<file path="src/rtl/hazard_interlock_unit.sv">
// ID-stage interlock: load scoreboard, load-use stall/bubble, memory freeze and branch flush.
// Optional HAZ_PERF_CNT_EN builds stall/flush performance counters (ports tied to 0 otherwise).
//
// state | meaning
// RUN   | pipe flowing, no interlock active
// HAZ   | ID consumer waiting on a pending load
// MEMW  | whole pipe frozen on memory busy
module hazard_interlock_unit #(
  parameter int NREG      = 32,
  parameter int CW        = 4,
  parameter int MAX_STALL = 12
) (
  input  logic            clk,
  input  logic            rst,
  input  logic [4:0]      src1_ID,
  input  logic [4:0]      src2_ID,
  input  logic [4:0]      ST_src_ID,
  input  logic            src1_vld_ID,
  input  logic            src2_vld_ID,
  input  logic            ST_vld_ID,
  input  logic [4:0]      dest_ID,
  input  logic            WB_EN_ID,
  input  logic            MEM_R_EN_ID,
  input  logic            ld_done,
  input  logic [4:0]      ld_done_dest,
  input  logic            mem_busy,
  input  logic            br_taken_EXE,
  output logic            stall_IF_ID,
  output logic            bubble_EXE,
  output logic            freeze_pipe,
  output logic            flush_IF_ID,
  output logic            flush_ID_EXE,
  output logic [NREG-1:0] pending_mask,
  output logic [CW-1:0]   stall_cnt,
  output logic            hazard_timeout,
  output logic [31:0]     perf_stall_cycles,
  output logic [31:0]     perf_flush_cnt
);

  typedef enum logic [1:0] {S_RUN, S_HAZ, S_MEMW} hz_state_e;

  localparam logic [CW-1:0] CNT_SAT = '1;
  localparam logic [CW-1:0] CNT_TO  = CW'(MAX_STALL);

  hz_state_e       state, state_nxt;
  logic            rst_q;
  logic            ctrl_en;
  logic [NREG-1:0] clr_vec, set_vec, eff;
  logic            hazard, issue;
  logic [CW-1:0]   cnt_nxt;
  logic            unused_state;

  assign unused_state = ^state;

  always_comb begin
    clr_vec = '0;
    if (ld_done) clr_vec[ld_done_dest] = 1'b1;
    // Same-cycle clear bypass lines up with WB->EXE forwarding.
    eff    = pending_mask & ~clr_vec;
    eff[0] = 1'b0;

    hazard = (src1_vld_ID & eff[src1_ID]) |
             (src2_vld_ID & eff[src2_ID]) |
             (ST_vld_ID   & eff[ST_src_ID]);
    issue  = ~mem_busy & ~br_taken_EXE & ~hazard;

    set_vec = '0;
    if (issue && MEM_R_EN_ID && WB_EN_ID && (dest_ID != 5'd0)) set_vec[dest_ID] = 1'b1;

    if (mem_busy)          state_nxt = S_MEMW;
    else if (br_taken_EXE) state_nxt = S_RUN;
    else if (hazard)       state_nxt = S_HAZ;
    else                   state_nxt = S_RUN;

    cnt_nxt = stall_cnt;
    if (state_nxt == S_HAZ) begin
      if (stall_cnt != CNT_SAT) cnt_nxt = stall_cnt + CW'(1);
    end else if (state_nxt != S_MEMW) begin
      cnt_nxt = '0;
    end
  end

  // Controls stay quiet through reset and the first cycle after it.
  always_comb begin
    ctrl_en      = ~rst & ~rst_q;
    freeze_pipe  = ctrl_en & mem_busy;
    flush_IF_ID  = ctrl_en & ~mem_busy & br_taken_EXE;
    flush_ID_EXE = flush_IF_ID;
    stall_IF_ID  = ctrl_en & ~mem_busy & ~br_taken_EXE & hazard;
    bubble_EXE   = stall_IF_ID;
  end

  always_ff @(posedge clk) begin
    if (rst) begin
      rst_q          <= 1'b1;
      state          <= S_RUN;
      pending_mask   <= '0;
      stall_cnt      <= '0;
      hazard_timeout <= 1'b0;
    end else begin
      rst_q        <= 1'b0;
      state        <= state_nxt;
      // Set wins over a same-register clear.
      pending_mask <= (pending_mask & ~clr_vec) | set_vec;
      stall_cnt    <= cnt_nxt;
      if (cnt_nxt == CNT_TO) hazard_timeout <= 1'b1;
    end
  end

`ifdef HAZ_PERF_CNT_EN
  always_ff @(posedge clk) begin
    if (rst) begin
      perf_stall_cycles <= '0;
      perf_flush_cnt    <= '0;
    end else begin
      if (stall_IF_ID) perf_stall_cycles <= perf_stall_cycles + 32'd1;
      if (flush_IF_ID) perf_flush_cnt    <= perf_flush_cnt + 32'd1;
    end
  end
`else
  assign perf_stall_cycles = '0;
  assign perf_flush_cnt    = '0;
`endif

endmodule

</file>
<file path="config.mk">
export PLATFORM = sky130hd
export DESIGN_NAME = hazard_interlock_unit
export DESIGN_NICKNAME = d
export VERILOG_FILES = /design/src/rtl/hazard_interlock_unit.sv
export SDC_FILE = /design/constraint.sdc
export NUM_CORES = 1
export LEC_CHECK = 0
export BUFFER_PORTS_ARGS = -buffer_cell sky130_fd_sc_hd__buf_2
export CELL_PAD_IN_SITES_DETAIL_PLACEMENT = 0
export CELL_PAD_IN_SITES_GLOBAL_PLACEMENT = 2
export CORE_UTILIZATION = 27
export DETAILED_ROUTE_END_ITERATION = 7
export GPL_ROUTABILITY_DRIVEN = 0
export GPL_TIMING_DRIVEN = 0
export PLACE_DENSITY = 0.87
export SLEW_MARGIN = 10
export SYNTH_ARGS = -nofsm -noshare
export SYNTH_HDL_FRONTEND = slang
export SYNTH_SLANG_ARGS = --single-unit
</file>
<file path="constraint.sdc">
create_clock -name clk -period 3.2 [get_ports clk]
set_input_delay 0.16 -clock clk [delete_from_list [all_inputs] [get_ports clk]]
set_output_delay 0.16 -clock clk [all_outputs]
set_load 0.01 [all_outputs]
</file>
Yosys cells after proc, flatten, opt, wreduce, memory -nomap -nowiden

Cells that the tools add are included.

Reduce and logical (&&, ||, !) cells: 6
Muxes and demuxes: 19
Equal/unequal tests: 4
Order comparisons: 7
Add/subtract/negate cells: 1
Bitwise gates (word level): 21

Operators by type and width:

| kind                                                        | count |
|---|---|
| 2-to-1 mux 32 bit                                           | 2 |
| bitwise AND 32 bit                                          | 1 |
| inverter 32 bit                                             | 1 |
| OR 32 bit                                                   | 1 |
| less-than comparator 5 x 6 -> 1 bit (second input constant) | 5 |
| binary-select mux 1 bit (select 5 bit)                      | 3 |
| 2-to-1 mux 4 bit                                            | 3 |
| bitwise AND 1 bit                                           | 11 |
| demux 1 bit (select 5 bit)                                  | 2 |
| >= comparator 5 x 1 -> 1 bit (second input constant)        | 2 |
| 2-to-1 mux 1 bit                                            | 8 |
| logical AND 1 bit                                           | 5 |
| inverter 1 bit                                              | 5 |
| nonzero test 5 bit                                          | 1 |
| adder 4 x 1 -> 4 bit (second input constant)                | 1 |
| == test 4 bit (second input constant)                       | 1 |
| inequality test 4 bit (second input constant)               | 1 |
| == test 2 x 1 -> 1 bit (second input constant)              | 1 |
| 2-to-1 mux 2 bit                                            | 1 |
| inequality test 2 bit (second input constant)               | 1 |
| OR 1 bit                                                    | 2 |

Bits of input ports: 35
Flip-flop bits (word level): 38
Logic and storage cells: 62
Output and inout port bits: 106

Longest topological paths before layout

Gate-level depths: netlist (run 1).

Depth after elaboration: 19
Depth in mapped cells: 13
Gate-level depth less buffers: 9

Worst setup path after synthesis (run 1)

OpenSTA, ideal clock, no wires.

Path kind: input to output
From: in ld_done_dest[4]
To: out stall_IF_ID
Setup slack: 605 ps
Required time: 3040 ps
Arrival time: 2435 ps
Path buffers: 2
Cell stages on the path: 10
Cell sequence: buf_2 nand4bb_1 o21ai_0 or4_1 nand4_1 a311o_1 o21ai_1 a31oi_1 nor4b_1 buf_4

Word-level cells in the longest chain between the ends: 13
Elaborated cells between the ends (all ways): 20
Classes of those cells: order compare: 2; mux: 9; bitwise: 8; reduce/logical: 1

RTL lines:

| element                                                                                                          | line   | text |
|---|---|---|
| from (decl)                                                                                                      | 25     | `input logic [4:0] ld_done_dest,` |
| less-than comparator 5 x 6 -> 1 bit (not written as such) / >= comparator 5 x 1 -> 1 bit (equally long branches) | 57     | `if (ld_done) clr_vec[ld_done_dest] = 1'b1;` |
| logical AND 1 bit (not written as such)                                                                          | 57     |  |
| 2-to-1 mux 1 bit (not written as such)                                                                           | 57     |  |
| demux 1 bit (select 5 bit) (*)                                                                                   | 57     |  |
| 2-to-1 mux 32 bit (*)                                                                                            | 57     |  |
| inverter 32 bit (*)                                                                                              | 59     | `eff = pending_mask & ~clr_vec;` |
| bitwise AND 32 bit (*)                                                                                           | 59     |  |
| binary-select mux 1 bit (select 5 bit) (on tied branches)                                                        | 62, 63 |  |
| 2-to-1 mux 1 bit (on tied branches)                                                                              | 62, 63 |  |
| bitwise AND 1 bit (on tied branches)                                                                             | 62, 63 |  |
| OR 1 bit                                                                                                         | 62     | `hazard = (src1_vld_ID & eff[src1_ID]) \|` |
| OR 1 bit (*)                                                                                                     | 63     | `(src2_vld_ID & eff[src2_ID]) \|` |
| bitwise AND 1 bit (*)                                                                                            | 89     | `stall_IF_ID = ctrl_en & ~mem_busy & ~br_taken_EXE & hazard;` |
| to (decl)                                                                                                        | 28     | `output logic stall_IF_ID,` |

Mark *: on every way between the ends. The rest lies on a longest branch, timed or not. The select of a mux whose other input is x is not followed.

Worst setup path in the final report (run 1)

From: in ld_done_dest[0]
To: out stall_IF_ID

Same word-level chain as after synthesis.

==> impl_results.md, run 1 <==
* Number of port buffers at ~70
* H-Tree Depth at 2
* Crit. End Element: primary output
* DRC viols at 0
* Clk_lat worst skew at between 0.2 and 0.3 ns
* Initial Util at 0.276
* Status: completed
* Total CTS buffers at 5
* Post-DP HPWL at roughly 11000 µm
* Crit path capture: stall_IF_ID
* Clock Sinks at 38
* Seq/Total Area, Yosys at 0.209
* CP arrival at ~3.0 ns
* Internal power at 905 µW
* Die height at 118 µm
* Relative slew slack at 0.517
* Root buffer cell: clkbuf_16
* Post-route insts no fill at 794
* Worst R2R End: pending_mask[6]
* Switching power at 387 µW
* First-pass GRT wire length at 21200 µm
* Clock network fraction of total power at 0.389
* Max stage delay on crit path at 0.53 ns
* Crit share post-route at 0.976
* Antenna diode count at 0
* Netlist cell types at 66
* Most common cell after layout, fill and taps aside: buf_2
* CTS tree: built
* Crit path depth at 12
* Met2 wire length at 6230 µm
* Top sig layer: met4
* Crit path max-delay cell type: o41ai_2
* Clock period minus worst slack at 3.12 ns
* Worst path cell trace: buf_2, buf_4, nand4bb_4, o21ai_4, o21ai_1, a311oi_1, o2111ai_1, o41ai_2, a31oi_1, nor4b_2, buf_4, buf_2
* Post-synth EDFFs at 0
* Sequential power share at 0.369
* Reg2Reg Setup Slack at 0.55 ns
* Chip width at 118 µm
* Clk_skew at ~0.0067 ns
* DR vias at ~4100
* Number of global-route vias before repair at 3722
* CP bufs+invs at 4
* Sw frac at 0.299
* Total die area at 13900 µm²
* Fillers at between 1000 and 1500
* Congestion Overflow GR at 0
* Syn Std Cell Area at 3640 µm²
* Synth Warn # at 0
* HP Class: in2reg
* Worst-path fanout max at 10
* Clock Path Buffers at 2
* DRT antenna net count at 0
* Cts-stage hold buffer count at 0
* R2R depth at 11
* Avg Cell Area, Syn at between 7 and 8 µm²
* Critical path required time at 3.04 ns
* CP startpoint kind: primary input
* Clock slew at reported path FFs at 0.06 ns
* Setup CP Type: in2out
* Max IR drop VDD at 0.000215 V
* GR Util All Layers at 0.196
* Max-Cap Viols at 0
* #FFs+latches synth at 38
* Final Slew Violations at 0
* Synthesis-to-finish area growth at 30.3%
* Std-Cell Rows at 42
* Fin. Hold Viols at 0
* RR Startpoint: pending_mask[6]
* # setup viols final at 0
* Logic pwr share at 0.241
* Wire per inst at 17.5 µm
* Largest net degree at the start of global routing at 13
* Initial antenna violation count at 0
* Setup TNS at 0 ns
* Commonest cells after routing, fill and taps aside: buf_2, buf_4, conb_1
* WHS at 0.0715 ns
* DRT Wirelength at 13900 µm
* Ys async rst share at 0
* Dominant synthesized flop cell: dfxtp_1
* Synth Instances at about 480
* Met1 wire length at about 5900 µm
* Worst setup startpoint: ld_done_dest[0]
* Pre-antenna DRT Iters at 5
* Wire length on met3 at approximately 1300 µm
* Inst Count DP at between 700 and 800
* Io pins at 141
* Final net count at between 600 and 700
* Lkg Pwr at ~2.1 nW
* Share of layout cells above drive strength 1 at 0.301
* 1st-iter DRT viols at 478
* Total core area at 13200 µm²
* Power Density at 272 nW/µm²
* Slew @ Worst Pin at 0.721 ns
* DR vias/cell at between 5 and 6
* Fmax at about 320 MHz
* Crit path max-delay family: compound AO/OA/AOI/OAI gates
* Total power at 1.29 mW
-- flip-flops by register name, summed over array words and instances (netlist names) --
| register | count |
|---|---|
| pending_mask | 32 |
| stall_cnt | 4 |
| hazard_timeout | 1 |
| rst_q | 1 |
-- synth_stat cells (all sizes together) (2+ instances only) --
cell type / instances / area share
nor3: 17 / 0.023
a21oi: 12 / 0.017
and3: 6 / 0.010
a32oi: 3 / 0.0072
nor3b: 11 / 0.023
o41ai: 2 / 0.0069
or3: 3 / 0.0052
o31ai: 2 / 0.0041
o2111ai: 14 / 0.034
dfxtp: 38 / 0.21
a31oi: 3 / 0.0052
nor2: 42 / 0.043
nand2b: 9 / 0.015
clkbuf: 15 / 0.015
nor4b: 3 / 0.0089
a41oi: 2 / 0.0048
or4: 3 / 0.0062
a211o: 2 / 0.0048
or2: 2 / 0.0034
nor2b: 13 / 0.022
o21ai: 30 / 0.042
o32ai: 3 / 0.0072
and3b: 3 / 0.0072
a31o: 25 / 0.060
nor4: 12 / 0.021
mux2: 2 / 0.0062
a2111oi: 5 / 0.017
nand2: 34 / 0.035
o21a: 6 / 0.014
nand4bb: 4 / 0.021
and2: 2 / 0.0034
inv: 11 / 0.011
nand4b: 3 / 0.0072
nand3: 7 / 0.0096
nand4: 9 / 0.015
o211ai: 7 / 0.014
mux2i: 10 / 0.028
buf: 83 / 0.17
-- cell families (layout without fill, tap and decap cells) --
group,Yosys count,after routing,share of synthesized area
other cells,1,64,0.00103
fa+ha+maj,1,1,0.00344
mux,13,13,0.0399
xor+xnor,1,1,0.00241
buf+inv,110,190,0.195
simple gates,186,186,0.289
compound gates,125,125,0.260
flops,38,38,0.209
-- how the worst min path moves through the flow --
stage,startpoint,end,cells past startpoint
2_1_floorplan,rst,rst_q,0
5_1_grt,rst,rst_q,1
6_report,rst,rst_q,1
3_5_place_dp,rst,rst_q,1
4_1_cts,rst,rst_q,1
3_3_place_gp,rst,rst_q,1
-- repair_timing --
action                                  CTS  global route
gates resized for setup                  10            15
endpoints found under the setup margin    2             2
pin swaps                                 0             2
setup buffers                             0             2
-- through the flow --
step	cell area, µm²	setup slack, ns	util
4_1_cts	4650	0.0657	0.352
5_1_grt	4740	-0.000473	0.359
3_5_place_dp	4450	-0.229	0.337
3_3_place_gp	4440	-0.329	0.337
2_1_floorplan	3870	0.605	-
6_report	4740	0.0772	0.359
-- area by class of cell --
| type | count | area, µm² | share of cell area |
|---|---|---|---|
| Multi-Input combinational cell | 390 | 2530 | 0.534 |
| Sequential cell | 38 | 761 | 0.160 |
| Buffer | 98 | 667 | 0.141 |
| Timing Repair Buffer | 72 | 365 | 0.0771 |
| Tap cell | 176 | 220 | 0.0465 |
| Clock buffer | 6 | 139 | 0.0293 |
| Inverter | 12 | 45.0 | 0.00950 |
| Clock inverter | 2 | 12.5 | 0.00264 |
-- per-layer routing --
layer,up-vias,global-route usage
li1,1926,-
met1,1877,0.265
met2,260,0.315
met3,40,0.0286
met4,0,0.0689
met5,-,0
-- power groups by stage --
| stage | clock [mW] | sequential, mW | combinational [mW] |
|---|---|---|---|
| floorplan | 0 | 0.487 | 0.218 |
| global placement | 0 | 0.487 | 0.293 |
| detailed placement | 0 | 0.487 | 0.296 |
| CTS | 0.504 | 0.477 | 0.299 |
| global route | 0.526 | 0.477 | 0.338 |
| finish | 0.503 | 0.477 | 0.312 |
Power figures use the tool's default switching activity.
==> run 2, diff against run 1 <==
BUFFER_PORTS_ARGS = -buffer_cell sky130_fd_sc_hd__buf_4   (was -buffer_cell sky130_fd_sc_hd__buf_2)
==> run 2 against run 1 <==
  * Utilization grew 1.0 points
  * Clock power shrank 1%
  * Cell area grew 2.9%
  * Non-clock buffer count decreased by 1
  * Largest power group unchanged
  * Sequential share of layout area decreased by 0.44 points
  * Combinational power increased by 3%
==> impl_results.md, run 2 (same netlist as run 1, synthesis figures left out) <==
* Top flop regs: pending_mask (32), stall_cnt (4)
* Internal power at 914 µW (+1.0%)
* Fmax at 316 MHz (-1.3%)
* R2R depth at 10 (-1)
* Sequential power share at 0.368 (about the same)
* Root buffer cell: clkbuf_16
* Post-DP HPWL at 10700 µm (+0.97%)
* Pre-CTS WS at -0.226 ns (+0.00250 ns)
* Number of port buffers at 69 (unchanged)
* Clock network fraction of total power at 0.384 (-0.005)
* Lkg Pwr at 2.06 nW (+0.17%)
* Power Density at 266 nW/µm² (-2.4%)
* Slew @ Worst Pin at 0.775 ns (+0.0533 ns)
* Initial antenna violation count at 0 (unchanged)
* Post-route insts no fill at 793 (-0.13%)
* CP startpoint kind: primary input
* DR vias/cell at 5.12 (-0.95%)
* Setup TNS at 0 ns (unchanged)
* Largest Register: pending_mask
* First-pass GRT wire length at 21200 µm (unchanged)
* Number of global-route vias before repair at 3735 (+0.35%)
* Fillers at 1390 (-0.79%)
* DRT Wirelength at 14000 µm (+1.2%)
* Clk_skew at 0.00573 ns (-0.00101 ns)
* Total core area at 13200 µm² (unchanged)
* 1st-iter DRT viols at 449 (-6.1%)
* H-Tree Depth at 2 (unchanged)
* Hold path startpoint: rst
* Clock Path Buffers at 2 (unchanged)
* Total die area at 13900 µm² (unchanged)
* Fin. Hold Viols at 0 (unchanged)
* Most common cell after layout, fill and taps aside: buf_4
* DRC viols at 0 (unchanged)
* Largest net degree at the start of global routing at 13 (unchanged)
* CP arrival at 3.00 ns (+0.04 ns)
* Max-Cap Viols at 0 (unchanged)
* Clock Sinks at 38 (unchanged)
* Clk_lat worst skew at 0.28 ns (about the same)
* Die height at 118 µm (unchanged)
* DRT antenna net count at 0 (unchanged)
* Share of layout cells above drive strength 1 at 0.300 (-0.00113)
* Status: completed
* Setup ws final at 0.0363 ns (-0.0409 ns)
* Congestion Overflow GR at 0 (unchanged)
* Synthesis-to-finish area growth at 34.1%
* Critical path required time at 3.04 ns (about the same)
* Max reg flops at 32 (unchanged)
* Relative slew slack at 0.482 (-0.0356)
* Chip width at 118 µm (unchanged)
* Final Slew Violations at 0 (unchanged)
* Worst setup startpoint: ld_done_dest[0]
* Crit share post-route at 0.989 (+0.0128)
* Crit. End Element: primary output
* Total CTS buffers at 5 (unchanged)
* # setup viols final at 0 (unchanged)
* Hold Path Stages at 1 (unchanged)
* Initial Util at 0.276 (unchanged)
* HP Class: in2reg
* Logic pwr share at 0.248 (+0.007)
* RR Startpoint: pending_mask[15]
* Io pins at 141 (unchanged)
* GR Util All Layers at 0.197 (+0.00103)
* Worst-path fanout max at 10 (unchanged)
* Std-Cell Rows at 42 (unchanged)
* Final net count at 652 (-0.15%)
* Total power at 1.30 mW (+0.34%)
* CTS tree: built
* Clock period minus worst slack at 3.16 ns (+0.0409 ns)
* Inst Count DP at 784 (unchanged)
* Setup CP Type: in2out
* Max IR drop VDD at 0.000196 V (-8.7%)
* Clock slew at reported path FFs at 0.06 ns (about the same)
* Switching power at 382 µW (-1.3%)
* Sw frac at 0.295 (-0.00475)
* Pre-antenna DRT Iters at 5 (unchanged)
* Antenna diode count at 0 (unchanged)
* WHS at 0.0306 ns (-0.0410 ns)
* Commonest cells after routing, fill and taps aside: buf_4, conb_1, nor2_1
* DR vias at 4059 (-1.1%)
* Wire per inst at 17.7 µm (+1.3%)
run 2: power by group through the flow:
stage                     registers [mW]  logic (mW)  clock network (mW)
after detailed placement           0.487       0.307                   0
after global routing               0.477       0.346               0.521
final                              0.477       0.321               0.497
after CTS                          0.477       0.308               0.505
after floorplan                    0.487       0.218                   0
after global placement             0.487       0.304                   0
run 2: per-stage QoR:
| stage | util | area (µm²) |
|---|---|---|
| 3_3_place_gp | 0.350 | 4610 |
| 6_report | 0.370 | 4880 |
| 2_1_floorplan | - | 3870 |
| 5_1_grt | 0.370 | 4880 |
| 4_1_cts | 0.363 | 4790 |
| 3_5_place_dp | 0.351 | 4620 |
run 2: area by class of cell:
cell class / count / area [µm²] / area share
buffer: 98 / 664 / 0.136
clock buffer: 6 / 139 / 0.0285
clock inverter: 2 / 12.5 / 0.00257
inverter: 12 / 45.0 / 0.00924
multi-input combinational: 390 / 2500 / 0.513
sequential: 38 / 761 / 0.156
tap: 176 / 220 / 0.0452
timing repair buffer: 71 / 531 / 0.109
run 2: per-layer routing:
metal	up-vias	wire [µm]	global-route usage
met4	0	478	0.0721
li1	1928	-	-
met5	-	0	0
met1	1834	5840	0.260
met3	43	1310	0.0397
met2	254	6390	0.317
run 2: repair_timing:
item                       in CTS  in global routing
setup buffers                   0                  1
pin swaps                       0                  1
resized for setup               6                 16
hold buffers                    0                  0
setup endpoints to repair       2                  2
run 2: path summary, 6_finish.rpt:
check,to,slack (ns)
worst max register to register,pending_mask[2],0.62
worst min register to register,pending_mask[0],0.46
worst max-delay path,stall_IF_ID,0.04
worst min-delay path,rst_q,0.03
run 2: worst max-delay path, cell delays in order:
cell and delay (ns):
buf_4 0.09, buf_4 0.17, nand4b_1 0.29, o21ai_1 0.66, or4_1 0.22, nand4_1 0.11, a311o_1 0.33, o21ai_1 0.27
a31oi_1 0.20, nor4b_2 0.21, buf_4 0.15, buf_4 0.13
==> run 3, diff against run 2 <==
CELL_PAD_IN_SITES_DETAIL_PLACEMENT = default   (was 0)
CELL_PAD_IN_SITES_GLOBAL_PLACEMENT = default   (was 2)
CORE_UTILIZATION = 35   (was 27)
PLACE_DENSITY = 0.67   (was 0.87)
==> run 3 against run 2 <==
  * Cell count fell by 5.7%
  * Power fell by 7.6%
  * Utilization rose by 11 points
  * Register-to-register slack got worse by 0.03 ns
  * Critical path depth did not move
  * Via count rose by 2.6%
  * Highest routed layer unchanged
  * Worst hold slack got worse by 0.013 ns
  * Global-route usage rose by 3.4 points
  * Combinational power barely moved
  * Non-clock buffer count fell by 2
==> impl_results.md, run 3 (same netlist as run 1, synthesis figures left out) <==
* Fmax at 320 MHz (+1.3%)
* Die height at 104 µm (-12%)
* Lkg Pwr at 2.03 nW (-1.3%)
* Status: completed
* Max reg flops at 32 (unchanged)
* Final Slew Violations at 0 (unchanged)
* DR vias at 4166 (+2.6%)
* Fin. Hold Viols at 0 (unchanged)
* Share of layout cells above drive strength 1 at 0.293 (-0.00715)
* Largest net degree at the start of global routing at 12 (-1)
* CTS tree: built
* HP Class: in2reg
* Clock period minus worst slack at 3.12 ns (-0.0414 ns)
* Total CTS buffers at 5 (unchanged)
* Power Density at 252 nW/µm² (-5.1%)
* DRT antenna net count at 0 (unchanged)
* # setup viols final at 0 (unchanged)
* Congestion Overflow GR at 0 (unchanged)
* Cell Area, Placed at 4560 µm² (-1.3%)
* Most common cell after layout, fill and taps aside: buf_4
* Total die area at 10800 µm² (-22%)
* Commonest cells after routing, fill and taps aside: buf_4, conb_1, nor2_1
* Post-Layout Inst Area at 4750 µm² (-2.6%)
* Inst Count DP at 740 (-5.6%)
* Total core area at 9910 µm² (-25%)
* Clock Path Buffers at 2 (unchanged)
* Slew @ Worst Pin at 0.887 ns (+0.112 ns)
* Max-Cap Viols at 0 (unchanged)
* H-Tree Depth at 2 (unchanged)
* Std-Cell Rows at 36 (-14%)
* Critical path required time at 3.04 ns (about the same)
* Io pins at 141 (unchanged)
* Relative slew slack at 0.407 (-0.0742)
* Clk_lat worst skew at 0.30 ns (+0.02 ns)
* Root buffer cell: clkbuf_8
* GR Util All Layers at 0.231 (+0.0342)
* Crit path max-delay cell type: o21ai_0
* CP arrival at 2.96 ns (-0.04 ns)
* Final net count at 650 (-0.31%)
* Crit. End Element: primary output
* Clock Sinks at 38 (unchanged)
* Antenna diode count at 0 (unchanged)
* Post-DP HPWL at 9750 µm (-9.0%)
* Clk_skew at 0.00544 ns (-0.000294 ns)
* DRT Wirelength at 13000 µm (-7.6%)
* Crit share post-route at 0.976 (-0.0129)
* Setup TNS at 0 ns (unchanged)
* DR vias/cell at 5.57 (+8.8%)
* Wire per inst at 17.3 µm (-2.0%)
* Initial antenna violation count at 0 (unchanged)
* Worst-path fanout max at 10 (unchanged)
* DRC viols at 0 (unchanged)
* Setup CP Type: in2out
* Synthesis-to-finish area growth at 30.6%
* Max stage delay on crit path at 0.69 ns (+0.03 ns)
* Chip width at 104 µm (-12%)
* Number of global-route vias before repair at 3768 (+0.88%)
* Initial Util at 0.367 (+0.0913)
* First-pass GRT wire length at 19900 µm (-6.0%)
* Post-route insts no fill at 748 (-5.7%)
* Top flop regs: pending_mask (32), stall_cnt (4)
* 1st-iter DRT viols at 427 (-4.9%)
* Cts-stage hold buffer count at 0 (unchanged)
* Worst path cell trace: buf_4, buf_4, nand4b_1, o21ai_0, mux2i_1, a32oi_1, o2111ai_1, o21ai_1, a31oi_1, nor4b_2, buf_4, buf_4
* Largest Register: pending_mask
* Most used cell, CP: buf_4
* CP startpoint kind: primary input
* Pre-antenna DRT Iters at 6 (+1)
* RSZ-0062 raised after global routing: false
* Clock slew at reported path FFs at 0.08 ns (+0.02 ns)
* Number of port buffers at 69 (unchanged)
* Max IR drop VDD at 0.000258 V (+31%)
[run 3: cell types whose count changed in the layout (fill, tap and decap cells not counted), sizes merged]
cell / change
clkinvlp: -1
clkbuf: +2
clkinv: -1
buf: -2
[run 3: area by class of cell]
cell class,instances,area [µm²]
buffer,98,664
clock buffer,8,110
fill,1030,5160
inverter,12,45.0
multi-input combinational,390,2490
sequential,38,761
tap,133,166
timing repair buffer,69,518
[run 3: worst paths after layout]
path / from / to / slack, ns / depth (start not counted)
max: ld_done_dest[0] / stall_IF_ID / 0.08 / 12
min: rst / rst_q / 0.02 / 1
max reg2reg: pending_mask[22] / pending_mask[28] / 0.59 / 9
min reg2reg: pending_mask[0] / pending_mask[0] / 0.47 / 2
[run 3: what timing repair did]
action / 4_1_cts / 5_1_grt
endpoints found under the hold margin: 0 / 0
pin swaps: 0 / 0
gates resized for setup: 3 / 16
endpoints found under the setup margin: 1 / 5
buffers inserted: 0 / 0
[run 3: per-stage QoR]
step / setup slack, ns / utilization / power (mW) / hold slack, ns
floorplan: 0.605 / - / 0.705 / 0.188
global placement: -0.161 / 0.460 / 0.787 / 0.316
detailed placement: -0.122 / 0.461 / 0.791 / 0.319
CTS: 0.0143 / 0.472 / 1.18 / 0.0145
global route: 0.00411 / 0.479 / 1.24 / 0.00822
finish: 0.0777 / 0.479 / 1.20 / 0.0175
[run 3: per-layer routing]
metal | global-route usage | part of all wire
met4 | 0.127 | 0.045
met5 | 0 | 0
met2 | 0.360 | 0.44
met3 | 0.0451 | 0.096
met1 | 0.300 | 0.42
[run 3: worst max-delay path: cells and delay by family]
family                 cells  cell delay (ns)
AO/OA/AOI/OAI              5             1.61
buffers and inverters      4             0.54
AND/OR/NAND/NOR            2             0.48
multiplexers               1             0.16
[run 3: where the power goes]
| group | internal (mW) | switching, mW | total (mW) |
|---|---|---|---|
| Sequential | 0.474 | 0.00209 | 0.476 |
| Combinational | 0.130 | 0.190 | 0.320 |
| Clock | 0.218 | 0.184 | 0.402 |
| Total | 0.822 | 0.375 | 1.20 |
